<file path="src/rtl/ram_mmu_tlb.sv">
// Paging MMU: translates virtual to physical addresses through a small fully
// associative TLB, walking the page table over a req/ack port on a miss.
module ram_mmu_tlb #(
  parameter int VADDR_W     = 16,
  parameter int PAGE_BITS   = 11,
  parameter int PADDR_W     = 18,
  parameter int PTB_W       = 12,
  parameter int PT_ADDR_W   = 9,
  parameter int TLB_ENTRIES = 4
) (
  input  logic                 clk,
  input  logic                 rst_n,
  input  logic                 req_valid,
  output logic                 req_ready,
  input  logic [VADDR_W-1:0]   req_addr,
  input  logic                 req_write,
  input  logic [PTB_W-1:0]     ptb,
  input  logic                 flush,
  output logic                 resp_valid,
  output logic [PADDR_W-1:0]   resp_addr,
  output logic                 resp_fault_unassigned,
  output logic                 resp_fault_ro,
  output logic                 pt_req,
  output logic [PT_ADDR_W-1:0] pt_addr,
  input  logic                 pt_ack,
  input  logic [15:0]          pt_entry,
  output logic                 tlb_hit
);

  localparam int VPN_W   = VADDR_W - PAGE_BITS;
  localparam int FRAME_W = PADDR_W - PAGE_BITS;
  localparam int IDX_W   = $clog2(TLB_ENTRIES);
  localparam int SUM_A   = (PTB_W > VPN_W) ? PTB_W : VPN_W;
  localparam int SUM_W   = ((SUM_A > PT_ADDR_W) ? SUM_A : PT_ADDR_W) + 1;

  typedef enum logic [1:0] {S_IDLE, S_WALK, S_RESP} state_e;

  state_e                 state_q, state_d;
  logic [VADDR_W-1:0]     vaddr_q, vaddr_d;
  logic                   write_q, write_d;
  logic [PTB_W-1:0]       ptb_q;
  logic [PT_ADDR_W-1:0]   pt_addr_q, pt_addr_d;
  logic                   no_fill_q, no_fill_d;
  logic [IDX_W-1:0]       victim_q, victim_d;
  logic [TLB_ENTRIES-1:0] valid_q, valid_d;
  logic [VPN_W-1:0]       tag_q   [TLB_ENTRIES];
  logic [VPN_W-1:0]       tag_d   [TLB_ENTRIES];
  logic [FRAME_W-1:0]     frame_q [TLB_ENTRIES];
  logic [FRAME_W-1:0]     frame_d [TLB_ENTRIES];
  logic                   ro_q    [TLB_ENTRIES];
  logic                   ro_d    [TLB_ENTRIES];
  logic [PADDR_W-1:0]     resp_addr_q, resp_addr_d;
  logic                   fault_u_q, fault_u_d;
  logic                   fault_ro_q, fault_ro_d;
  logic                   hit_q, hit_d;

  logic [VPN_W-1:0]       lookup_vpn;
  logic                   hit_any;
  logic [IDX_W-1:0]       hit_idx;
  logic                   tlb_clear;
  logic                   unused_entry_bits;

  assign unused_entry_bits = ^pt_entry;
  assign lookup_vpn = req_addr[VADDR_W-1:PAGE_BITS];
  assign tlb_clear  = flush | (ptb != ptb_q);

  // NOTE: every always_comb output gets a default first, otherwise a path that
  // skips the assignment infers a latch.
  always_comb begin
    hit_any = 1'b0;
    hit_idx = '0;
    for (int i = 0; i < TLB_ENTRIES; i++) begin
      if (valid_q[i] && tag_q[i] == lookup_vpn) begin
        hit_any = 1'b1;
        hit_idx = IDX_W'(i);
      end
    end
  end

  always_comb begin
    state_d     = state_q;
    vaddr_d     = vaddr_q;
    write_d     = write_q;
    pt_addr_d   = pt_addr_q;
    no_fill_d   = no_fill_q;
    victim_d    = victim_q;
    valid_d     = valid_q;
    tag_d       = tag_q;
    frame_d     = frame_q;
    ro_d        = ro_q;
    resp_addr_d = resp_addr_q;
    fault_u_d   = fault_u_q;
    fault_ro_d  = fault_ro_q;
    hit_d       = hit_q;

    unique case (state_q)
      S_IDLE: begin
        if (req_valid) begin
          vaddr_d = req_addr;
          write_d = req_write;
          if (hit_any) begin
            resp_addr_d = {frame_q[hit_idx], req_addr[PAGE_BITS-1:0]};
            fault_u_d   = 1'b0;
            fault_ro_d  = ro_q[hit_idx] & req_write;
            hit_d       = 1'b1;
            state_d     = S_RESP;
          end else begin
            pt_addr_d = PT_ADDR_W'(SUM_W'(lookup_vpn) + SUM_W'(ptb));
            no_fill_d = 1'b0;
            state_d   = S_WALK;
          end
        end
      end
      S_WALK: begin
        // An invalidation seen mid-walk makes the fetched entry stale for caching.
        if (tlb_clear) no_fill_d = 1'b1;
        if (pt_ack) begin
          resp_addr_d = {pt_entry[FRAME_W-1:0], vaddr_q[PAGE_BITS-1:0]};
          fault_u_d   = ~pt_entry[15];
          fault_ro_d  = pt_entry[15] & pt_entry[14] & write_q;
          hit_d       = 1'b0;
          state_d     = S_RESP;
          if (pt_entry[15] && !no_fill_q && !tlb_clear) begin
            tag_d[victim_q]   = vaddr_q[VADDR_W-1:PAGE_BITS];
            frame_d[victim_q] = pt_entry[FRAME_W-1:0];
            ro_d[victim_q]    = pt_entry[14];
            valid_d[victim_q] = 1'b1;
            victim_d          = victim_q + 1'b1;
          end
        end
      end
      S_RESP:  state_d = S_IDLE;
      default: state_d = S_IDLE;
    endcase

    if (tlb_clear) valid_d = '0;
  end

  // NOTE: sequential state uses non-blocking assignments so every flop samples
  // pre-edge values regardless of statement order.
  always_ff @(posedge clk or negedge rst_n) begin
    if (!rst_n) begin
      state_q     <= S_IDLE;
      vaddr_q     <= '0;
      write_q     <= 1'b0;
      ptb_q       <= '0;
      pt_addr_q   <= '0;
      no_fill_q   <= 1'b0;
      victim_q    <= '0;
      valid_q     <= '0;
      resp_addr_q <= '0;
      fault_u_q   <= 1'b0;
      fault_ro_q  <= 1'b0;
      hit_q       <= 1'b0;
    end else begin
      state_q     <= state_d;
      vaddr_q     <= vaddr_d;
      write_q     <= write_d;
      ptb_q       <= ptb;
      pt_addr_q   <= pt_addr_d;
      no_fill_q   <= no_fill_d;
      victim_q    <= victim_d;
      valid_q     <= valid_d;
      resp_addr_q <= resp_addr_d;
      fault_u_q   <= fault_u_d;
      fault_ro_q  <= fault_ro_d;
      hit_q       <= hit_d;
    end
  end

  // NOTE: the entry payload is not reset; the valid bits alone gate its use.
  always_ff @(posedge clk) begin
    tag_q   <= tag_d;
    frame_q <= frame_d;
    ro_q    <= ro_d;
  end

  assign req_ready             = (state_q == S_IDLE);
  assign resp_valid            = (state_q == S_RESP);
  assign pt_req                = (state_q == S_WALK);
  assign pt_addr               = pt_addr_q;
  assign resp_addr             = resp_addr_q;
  assign resp_fault_unassigned = resp_valid & fault_u_q;
  assign resp_fault_ro         = resp_valid & fault_ro_q;
  assign tlb_hit               = resp_valid & hit_q;

endmodule

</file>
<file path="config.mk">
export PLATFORM = sky130hd
export DESIGN_NAME = ram_mmu_tlb
export DESIGN_NICKNAME = d
export VERILOG_FILES = /design/src/rtl/ram_mmu_tlb.sv
export SDC_FILE = /design/constraint.sdc
export NUM_CORES = 1
export LEC_CHECK = 0
export BUFFER_PORTS_ARGS = -buffer_cell sky130_fd_sc_hd__buf_4
export CAP_MARGIN = 20
export CORE_AREA = 2 2 104 106
export CTS_CLUSTER_SIZE = 8
export DETAILED_ROUTE_END_ITERATION = 10
export DIE_AREA = 0 0 106 108
export PLACE_DENSITY = 0.86
export SKIP_LAST_GASP = 1
export SLEW_MARGIN = 15
export SYNTH_ARGS = -nofsm -noshare
export SYNTH_HDL_FRONTEND = slang
export SYNTH_SLANG_ARGS = --single-unit
</file>
<file path="constraint.sdc">
create_clock -name clk -period 2.3 [get_ports clk]
set_input_delay 0.575 -clock clk [delete_from_list [all_inputs] [get_ports clk]]
set_output_delay 0.575 -clock clk [all_outputs]
set_load 0.02 [all_outputs]
</file>
==> impl_metrics.yaml, run 1 <==
global_route:
  gr-usage-all-layers_pct: 23.9
  grt_pass1_vias: 3867
  antenna_found_initial: 0
  grt_pass1_wl_mm: 20.4
  grt_start_max_net_pins: 37
  overflow: 0
detailed_routing:
  drc: 0
  drt_iter0_markers: 313
  drtPass1Iterations: 6
  vias_per_cell: 5.56
  wl_per_cell_um: 19.4
  vias: 3767
  antenna_left: 0
  wl_mm: 13.1
timing:
  relSlewSlack_pct: 68.4
  finalCritPeriodShare_pct: 101
  setup_viol: 34
  fin_crit_ps: 2320
  fmax_ghz: 0.431
  rsz0062_at_grt: "yes"
  fin_ws_ps: -20.0
  worst-slew-pin-transition_ps: 475
  finalHoldViolations: 0
  finalClockSkew_ps: 14.2
  slew_violations: 0
logic_synthesis:
  netlist_instances: 411
  synth_top_family_by_area: "simple AND/OR/NAND/NOR gates"
  synth_xor_area_share_pct: 6.59
  synth-seq-cells: 120
  synth_cell_types: 41
  yosys.area.top_type: "dfrtp_1"
  synth_top_area_share_pct: 32.8
  synth_compound_area_share_pct: 7.99
  synth_fa_ha_area_share_pct: 2.56
  ys_seq_area_share_pct: 62.9
  synth.area.mux_share_pct: 5.74
  syn_area_per_cell_sq_um: 12.6
  syn_nets: 471
  synth_area_leaders: "dfrtp_1, edfxtp_1, nand2_1"
  synth.cell_area_sq_mm: 0.00518
  yosysWarnings: 0
  synth_simple_gate_area_share_pct: 11.5
critical_path:
  worstPathArrival_ps: 2550
  crit_required_ps: 2530
  critical-path-top-delay-family: "simple AND/OR/NAND/NOR gates"
  critPathMaxFanout: 10
  r2r_slack_ps: -20
  cp-endpoint: "frame_q[7]"
  slowest_delay_ps: 380
  crit_buf_inv: 1
  critPathKind: "reg2reg"
  reg2reg_depth: 7
  r2r-start: "ptb_q[2]"
  endpoint_kind: "register"
  start_kind: "register"
  startpoint: "ptb_q[2]"
  crit_path_top_delay_cell: "dfrtp_1"
  path_cells: "xor2_1 -> nor4_1 -> nand4_1 -> nor4_4 -> nor4b_4 -> buf_6 -> and2_4"
  r2r_end: "frame_q[7]"
  cp.depth: 7
min_path:
  hold_path_class: "in2async"
layout:
  num_antenna_cells: 0
  fin_util_pct: 67.7
  area_delta_synth_final_pct: 33.7
  fin_area_sq_mm: 0.00693
  fin_cells: 677
  layout_commonest_cell: "buf_4"
  final_nets: 588
  drive_gt1_share_pct: 33.6
  final_cell_mix: "buf_4, nand2_1, dfrtp_1, edfxtp_1, xor2_1"
pwr:
  powerDensity_mw_per_mm2: 1130
  p_leak_nw: 3.14
  ir_drop_mv: 0.595
run_status:
  status: "finished, violations left"
  failed_checks: "negative setup slack"
clock_tree:
  root_buffer: "clkbuf_8"
  tritoncts: "done"
  cts_hold_buf: 0
  cts_num_sinks: 120
  h-tree-depth: 4
  clockBufferDepth: 2
  clock_latency_ps: 530
  cts_buffers: 17
  cts.reportedPaths.clkPinSlew_ps: 60
placement:
  dpl_worst_slack_ps: -442
  place_area_sq_mm: 0.00623
  routabilityCongestion: 0.814
  dp.cells: 640
  io_buffers: 75
  dp_hpwl_mm: 7.90
die:
  design.die.area_sq_mm: 0.0114
  num_rows: 37
  initial_core_util_pct: 50.7
  design.core.area_sq_mm: 0.0102
  die_y_um: 108
  pin_count: 83
  die_x_um: 106
job:
  maxCapViolCount: 0
metrics by stage:
step	setup TNS, ps	hold slack [ps]	total power [mW]
final	-241	6.03	7.84
after global routing	-3830	35.7	8.16
after CTS	-2180	10.8	7.83
after detailed placement	-29630	463	4.91
after global placement	-24490	456	4.84
after floorplan	-15360	279	4.07
final cells by class:
class | count | area [sq um]
Fill cell | 629 | 3300
Clock buffer | 17 | 414
Inverter | 15 | 56.3
Clock inverter | 15 | 224
Tap cell | 136 | 170
Multi-Input combinational cell | 261 | 1870
Timing Repair Buffer | 113 | 931
Sequential cell | 120 | 3260
where the power goes:
group / internal (mW) / switching [mW]
Combinational: 0.918 / 1.06
Clock: 1.87 / 1.00
Sequential: 2.69 / 0.292
Total: 5.49 / 2.35
how the worst min path moves through the flow:
stage | from | end | cells after the start
after floorplan | rst_n | fault_ro_q | 0
after global placement | vaddr_q[3] | vaddr_q[3] | 2
after detailed placement | vaddr_q[0] | vaddr_q[0] | 2
after CTS | rst_n | ptb_q[5] | 1
after global routing | rst_n | ptb_q[5] | 1
final | rst_n | ptb_q[6] | 1
layer usage:
| metal | share of wire (%) | track usage [%] | wire length [um] | vias up |
|---|---|---|---|---|
| li1 | - | - | - | 1685 |
| met1 | 37 | 28.8 | 4870 | 1853 |
| met2 | 52 | 39.7 | 6840 | 188 |
| met3 | 7.4 | 7.29 | 970 | 41 |
| met4 | 3.4 | 11.4 | 447 | 0 |
| met5 | 0 | 0 | 0 | - |
cells by family (layout without fill, tap and decap cells):
family / count (synthesis) / after routing
AO/OA/AOI/OAI: 54 / 54
XOR/XNOR: 39 / 39
adder cells (fa/ha/maj): 10 / 10
buffers and inverters: 34 / 160
flip-flops: 120 / 120
multiplexers: 27 / 27
AND/OR/NAND/NOR: 127 / 131
repair_timing:
action / CTS / global route
cloned: 0 / 4
endpoints found under the setup margin: 53 / 74
pin swaps: 1 / 0
gates resized for setup: 0 / 7
buffers inserted: 1 / 0
synth_stat cells:
library cell  instances
nand2_1              88
dfrtp_1              68
edfxtp_1             52
xor2_1               21
mux2_2               18
xnor2_1              18
inv_1                15
buf_2                 9
clkbuf_1              9
ha_1                  9
nor2_1                9
a211o_1               8
a31oi_1               8
mux2i_1               8
o211a_1               8
a22oi_1               7
a21oi_1               6
and2_1                5
nor4_1                5
a22o_2                4
and2_2                4
and3_1                3
nand3_1               3
nand4_1               3
o21ai_0               3
a21o_1                2
nor2b_1               2
o21bai_1              2
o22ai_1               2
a41oi_1               1
buf_1                 1
fa_1                  1
mux2_4                1
nand2b_1              1
nor4_4                1
nor4b_2               1
nor4b_4               1
o2111ai_1             1
o21a_1                1
o21ai_2               1
or3_2                 1
flip-flops by register name, summed over array words and instances (netlist names):
signal	flops
write_q	1
pt_addr	9
victim_q	2
ro_q	4
resp_addr	18
state_q	2
hit_q	1
fault_u_q	1
no_fill_q	1
ptb_q	12
frame_q	28
fault_ro_q	1
tag_q	20
valid_q	4
vaddr_q	16
Power figures use the tool's default switching activity.
==> inputs of run 2 (changes only) <==
- ABC_AREA: unset -> 1
- CORE_AREA: 2 2 104 106 -> 2 2 108 110
- DIE_AREA: 0 0 106 108 -> 0 0 110 112
- PLACE_DENSITY: 0.86 -> 0.85
==> impl_metrics.yaml, run 2 <==
run_status:
  status: "finished clean"
logic_synthesis:
  yosysWarnings: 0
  synth.cell_area_sq_mm: 0.00555
  synth.most_common_cell: "nand2_1"
  netlist_instances: 604
  synth_edf_count: 52
  synth_cell_types: 37
  ys_seq_area_share_pct: 58.8
  synth_top_area_share_pct: 30.7
  syn_nets: 664
  yosys.area.top_type: "dfrtp_1"
  syn_area_per_cell_sq_um: 9.19
  synthArstFlopShare_pct: 56.7
  synth-seq-cells: 120
  synth-main-ff-cell: "dfrtp_1"
  synth_area_leaders: "dfrtp_1, edfxtp_1, nand2_1"
  synth_common_cells: "nand2_1, inv_1, dfrtp_1"
clock_tree:
  cts_resized: 0
  cts.reportedPaths.clkPinSlew_ps: 50
  post_cts_buffers: 0
  clockBufferDepth: 2
  root_buffer: "clkbuf_16"
  tritoncts: "done"
  cts_hold_buf: 0
  cts_num_sinks: 120
  h-tree-depth: 4
  cts_buffers: 17
  clock_latency_ps: 420
global_route:
  grt_pass1_vias: 4594
  overflow: 0
  grt_pass1_wl_mm: 23.0
  grt_start_max_net_pins: 37
  antenna_found_initial: 0
  gr-usage-all-layers_pct: 24.8
critical_path:
  critPathMaxFanout: 3
  worstPathArrival_ps: 1480
  start_kind: "register"
  crit_required_ps: 1730
  critical-path-top-delay-family: "flip-flops"
  path_cells: "inv_1 -> nor2_1 -> inv_1 -> nor2_1 -> buf_4"
  endpoint_kind: "primary output"
  crit_path_top_delay_cell: "dfrtp_1"
  reg2reg_depth: 12
  crit_buf_inv: 3
  slowest_delay_ps: 400
  cp.depth: 5
  critPathKind: "reg2out"
die:
  design.core.area_sq_mm: 0.0112
  die_x_um: 110
  num_rows: 39
  initial_core_util_pct: 49.7
  die_y_um: 112
  pin_count: 83
  design.die.area_sq_mm: 0.0123
timing:
  finalHoldViolations: 0
  slew_violations: 0
  finalClockSkew_ps: 9.18
  fin_crit_ps: 2060
  rsz0062_at_grt: "no"
  relSlewSlack_pct: 67.2
  setup_viol: 0
  worst-slew-pin-transition_ps: 491
  finalCritPeriodShare_pct: 89.3
  fmax_ghz: 0.487
pwr:
  powerDensity_mw_per_mm2: 1150
  power_mw: 8.05
  p_leak_nw: 3.40
  ir_drop_mv: 0.699
min_path:
  hold_path_class: "in2async"
layout:
  multi_input_area_sq_mm: 0.00184
  final_cell_mix: "nand2_1, buf_4, inv_1, dfrtp_1, edfxtp_1"
  num_antenna_cells: 0
  largest_register_ffs: 28
  fin_area_sq_mm: 0.00698
  largest_register: "frame_q"
  regArea_sq_mm: 0.00326
  area_delta_synth_final_pct: 25.7
  final_nets: 760
  drive_gt1_share_pct: 19.6
  nFillCells: 782
  layout_commonest_cell: "nand2_1"
  fin_util_pct: 62.4
detailed_routing:
  vias_per_cell: 5.40
  drtPass1Iterations: 7
  vias: 4619
  wl_mm: 13.9
  antenna_left: 0
  drc: 0
  drt_iter0_markers: 394
  wl_per_cell_um: 16.2
job:
  maxCapViolCount: 0
placement:
  io_buffers: 75
  place_area_sq_mm: 0.00636
  dp_hpwl_mm: 8.57
  routabilityCongestion: 0.825
[run 2: cell count changes in the layout (fill, tap and decap cells not counted), moves of 16 or more]
cell     previous run  this run
nand2_1            88       175
buf_4             105        89
inv_1              15        84
o21ai_0             3        39
nand3_1             3        46
nor2_1              9        47
[run 2: cells by family after synthesis]
kind of cell    after synthesis  synth area share, %
xor+xnor                     13                 2.05
compound gates               63                 5.98
flops                       120                 58.8
fa+ha+maj                    10                 2.39
buf+inv                     107                 8.05
simple gates                291                 22.7
[run 2: where the power goes]
part / switching [mW] / leakage, nW / internal (mW) / total (mW)
Clock: 0.928 / 0.298 / 1.90 / 2.83
Combinational: 1.39 / 1.80 / 0.840 / 2.23
Sequential: 0.265 / 1.30 / 2.73 / 2.99
Total: 2.59 / 3.40 / 5.47 / 8.05
[run 2: per-layer routing]
metal | part of all wire [%] | global-route usage (%)
met2 | 51 | 40.9
met1 | 37 | 29.6
met3 | 7.5 | 6.62
met5 | 0 | 0
met4 | 4.5 | 12.5
[run 2: path summary, 6_finish.rpt]
kind	start	end	slack (ps)
max in group asynchronous	rst_n	resp_addr[2]	1630
hold / removal	rst_n	pt_addr[4]	110
setup / recovery	state_q[1]	tlb_hit	240
setup reg to reg	tag_q[13]	resp_addr[16]	350
min in group clk	ptb[10]	ptb_q[10]	280
hold reg to reg	resp_addr[9]	resp_addr[9]	480
[run 2: worst register-to-register path: stages, from the launching register on]
cell and delay [ps]:
edfxtp_1 390, nand2_1 100, nand2_1 80, nor2_1 180
nand2_1 90, nor2_1 150, nand2_2 180, nand2_4 210
nand2_1 110, nand3_1 80, nand3_1 80, nand2_1 90
nand2_1 80
[run 2: final cells by class]
| class | count | share of cell area, % |
|---|---|---|
| clock inverter | 12 | 2.62 |
| sequential | 120 | 46.8 |
| multi-input combinational | 377 | 26.4 |
| clock buffer | 20 | 6.26 |
| inverter | 92 | 4.99 |
| timing repair buffer | 92 | 10.4 |
| tap | 143 | 2.56 |
[run 2: through the flow]
| stage | worst slack, ps | setup TNS, ps | hold WS (ps) | instances |
|---|---|---|---|---|
| floorplan | -133 | -6940 | 279 | 604 |
| global placement | 108 | 0 | 466 | 824 |
| detailed placement | 56.2 | 0 | 474 | 824 |
| CTS | 258 | 0 | 121 | 856 |
| global route | 191 | 0 | 141 | 856 |
| finish | 245 | 0 | 105 | 856 |
==> inputs of run 3 (changes only) <==
- SETUP_SLACK_MARGIN: unset -> 0.4
==> impl_metrics.yaml, run 3 (synthesized netlist as in run 2, its figures left out) <==
layout:
  largest_register_ffs: 28
  largest_register: "frame_q"
  area_delta_synth_final_pct: 28.9
  drive_gt1_share_pct: 23.9
  final_nets: 761
  nFillCells: 758
  num_antenna_cells: 0
  final_cell_mix: "nand2_1, buf_4, inv_1, dfrtp_1, edfxtp_1"
  layout_commonest_cell: "nand2_1"
  fin_util_pct: 64.0
pwr:
  p_seq_share_pct: 37.6
  power_switching_mw: 2.64
  switching_share_pct: 33.1
  p_clk_share_pct: 34.0
  powerDensity_mw_per_mm2: 1120
  internal_power_mw: 5.35
  ir_drop_mv: 0.772
  p_leak_nw: 3.41
  p_comb_share_pct: 28.4
  power_mw: 7.99
critical_path:
  cp-endpoint: "req_ready"
  r2r_end: "frame_q[1]"
  slowest_delay_ps: 440
  crit_buf_inv: 1
  critPathMaxFanout: 4
  crit_required_ps: 1730
  endpoint_kind: "primary output"
  reg2reg_depth: 10
  critPathKind: "reg2out"
  crit_path_top_delay_cell: "dfrtp_2"
  cp.depth: 2
  start_kind: "register"
  critical-path-top-delay-family: "flip-flops"
  r2r-start: "ptb_q[0]"
  path_cells: "nor2_2 -> buf_4"
  worstPathArrival_ps: 1360
  r2r_slack_ps: 450
  startpoint: "state_q[0]"
detailed_routing:
  drtPass1Iterations: 5
  drt_iter0_markers: 385
  drc: 0
  wl_mm: 13.7
  antenna_left: 0
  wl_met1_mm: 5.24
  dr_wl_met2_mm: 7.24
  vias_per_cell: 5.31
  routed.top_layer: "met4"
  wl_per_cell_um: 16.0
  met3WireLength_um: 787
  vias: 4549
timing:
  finalCritPeriodShare_pct: 84.2
  timing.hold.ws_ps: 114
  tns_ps: 0
  relSlewSlack_pct: 67.5
  fmax_ghz: 0.517
  worst-slew-pin-transition_ps: 488
  finalHoldViolations: 0
  slew_violations: 0
  setup_viol: 0
  finalClockSkew_ps: 4.52
  fin_crit_ps: 1940
  rsz0062_at_grt: "yes"
clock_tree:
  tritoncts: "done"
  root_buffer: "clkbuf_16"
  h-tree-depth: 4
  cts_buffers: 17
  cts.reportedPaths.clkPinSlew_ps: 60
  clockBufferDepth: 2
  clock_latency_ps: 420
  cts_num_sinks: 120
die:
  pin_count: 83
  design.die.area_sq_mm: 0.0123
  design.core.area_sq_mm: 0.0112
  initial_core_util_pct: 49.7
  die_x_um: 110
  die_y_um: 112
  num_rows: 39
global_route:
  gr-usage-all-layers_pct: 23.6
  overflow: 0
  grt_pass1_wl_mm: 22.2
  antenna_found_initial: 0
  grt_pass1_vias: 4664
  grt_start_max_net_pins: 37
job:
  maxCapViolCount: 0
min_path:
  hold_path_class: "in2async"
placement:
  dp_hpwl_mm: 8.50
  routabilityCongestion: 0.820
  io_buffers: 75
run_status:
  status: "finished clean"
==> run 3: final cells by class <==
type	count	area (sq um)	share of cell area, %
inverters	92	357	4.98
well taps	143	179	2.50
multi-input cells	377	1950	27.2
flip-flops and latches	120	3260	45.6
repair buffers	93	783	10.9
clock inverters	9	111	1.56
clock buffers	23	510	7.14
==> run 3: worst min path at each step <==
| stage | start | endpoint | slack (ps) |
|---|---|---|---|
| CTS | rst_n | pt_addr[6] | 130 |
| floorplan | rst_n | fault_ro_q | 280 |
| global placement | no_fill_q | no_fill_q | 460 |
| global route | rst_n | ptb_q[11] | 140 |
| finish | rst_n | pt_addr[3] | 110 |
| detailed placement | resp_addr[4] | resp_addr[4] | 470 |
==> run 3: power groups by stage <==
stage	clock network (mW)	registers (mW)	logic [mW]
final	2.72	3.01	2.26
after global routing	2.85	3.05	2.50
after CTS	2.73	2.99	2.19
after detailed placement	0	3.01	2.12
after global placement	0	2.98	2.04
after floorplan	0	3.23	1.08
==> run 3: routing by layer <==
| layer | vias up | GRT usage, % |
|---|---|---|
| met3 | 43 | 6.73 |
| li1 | 2119 | - |
| met4 | 0 | 11.5 |
| met2 | 199 | 38.4 |
| met1 | 2188 | 28.6 |
| met5 | - | 0 |
==> run 3: timing repair <==
item / CTS / global route
setup buffers: 1 / 2
hold buffers: 0 / 0
resized for setup: 4 / 26
pin swaps: 1 / 3
setup endpoints to repair: 4 / 79
==> run 3: stage by stage <==
stage | setup slack [ps] | cells | area, sq um
final | 364 | 857 | 7150
after global routing | 308 | 857 | 7150
after CTS | 383 | 855 | 7040
after detailed placement | 53.6 | 822 | 6410
after global placement | 154 | 822 | 6410
after floorplan | 287 | 604 | 5600
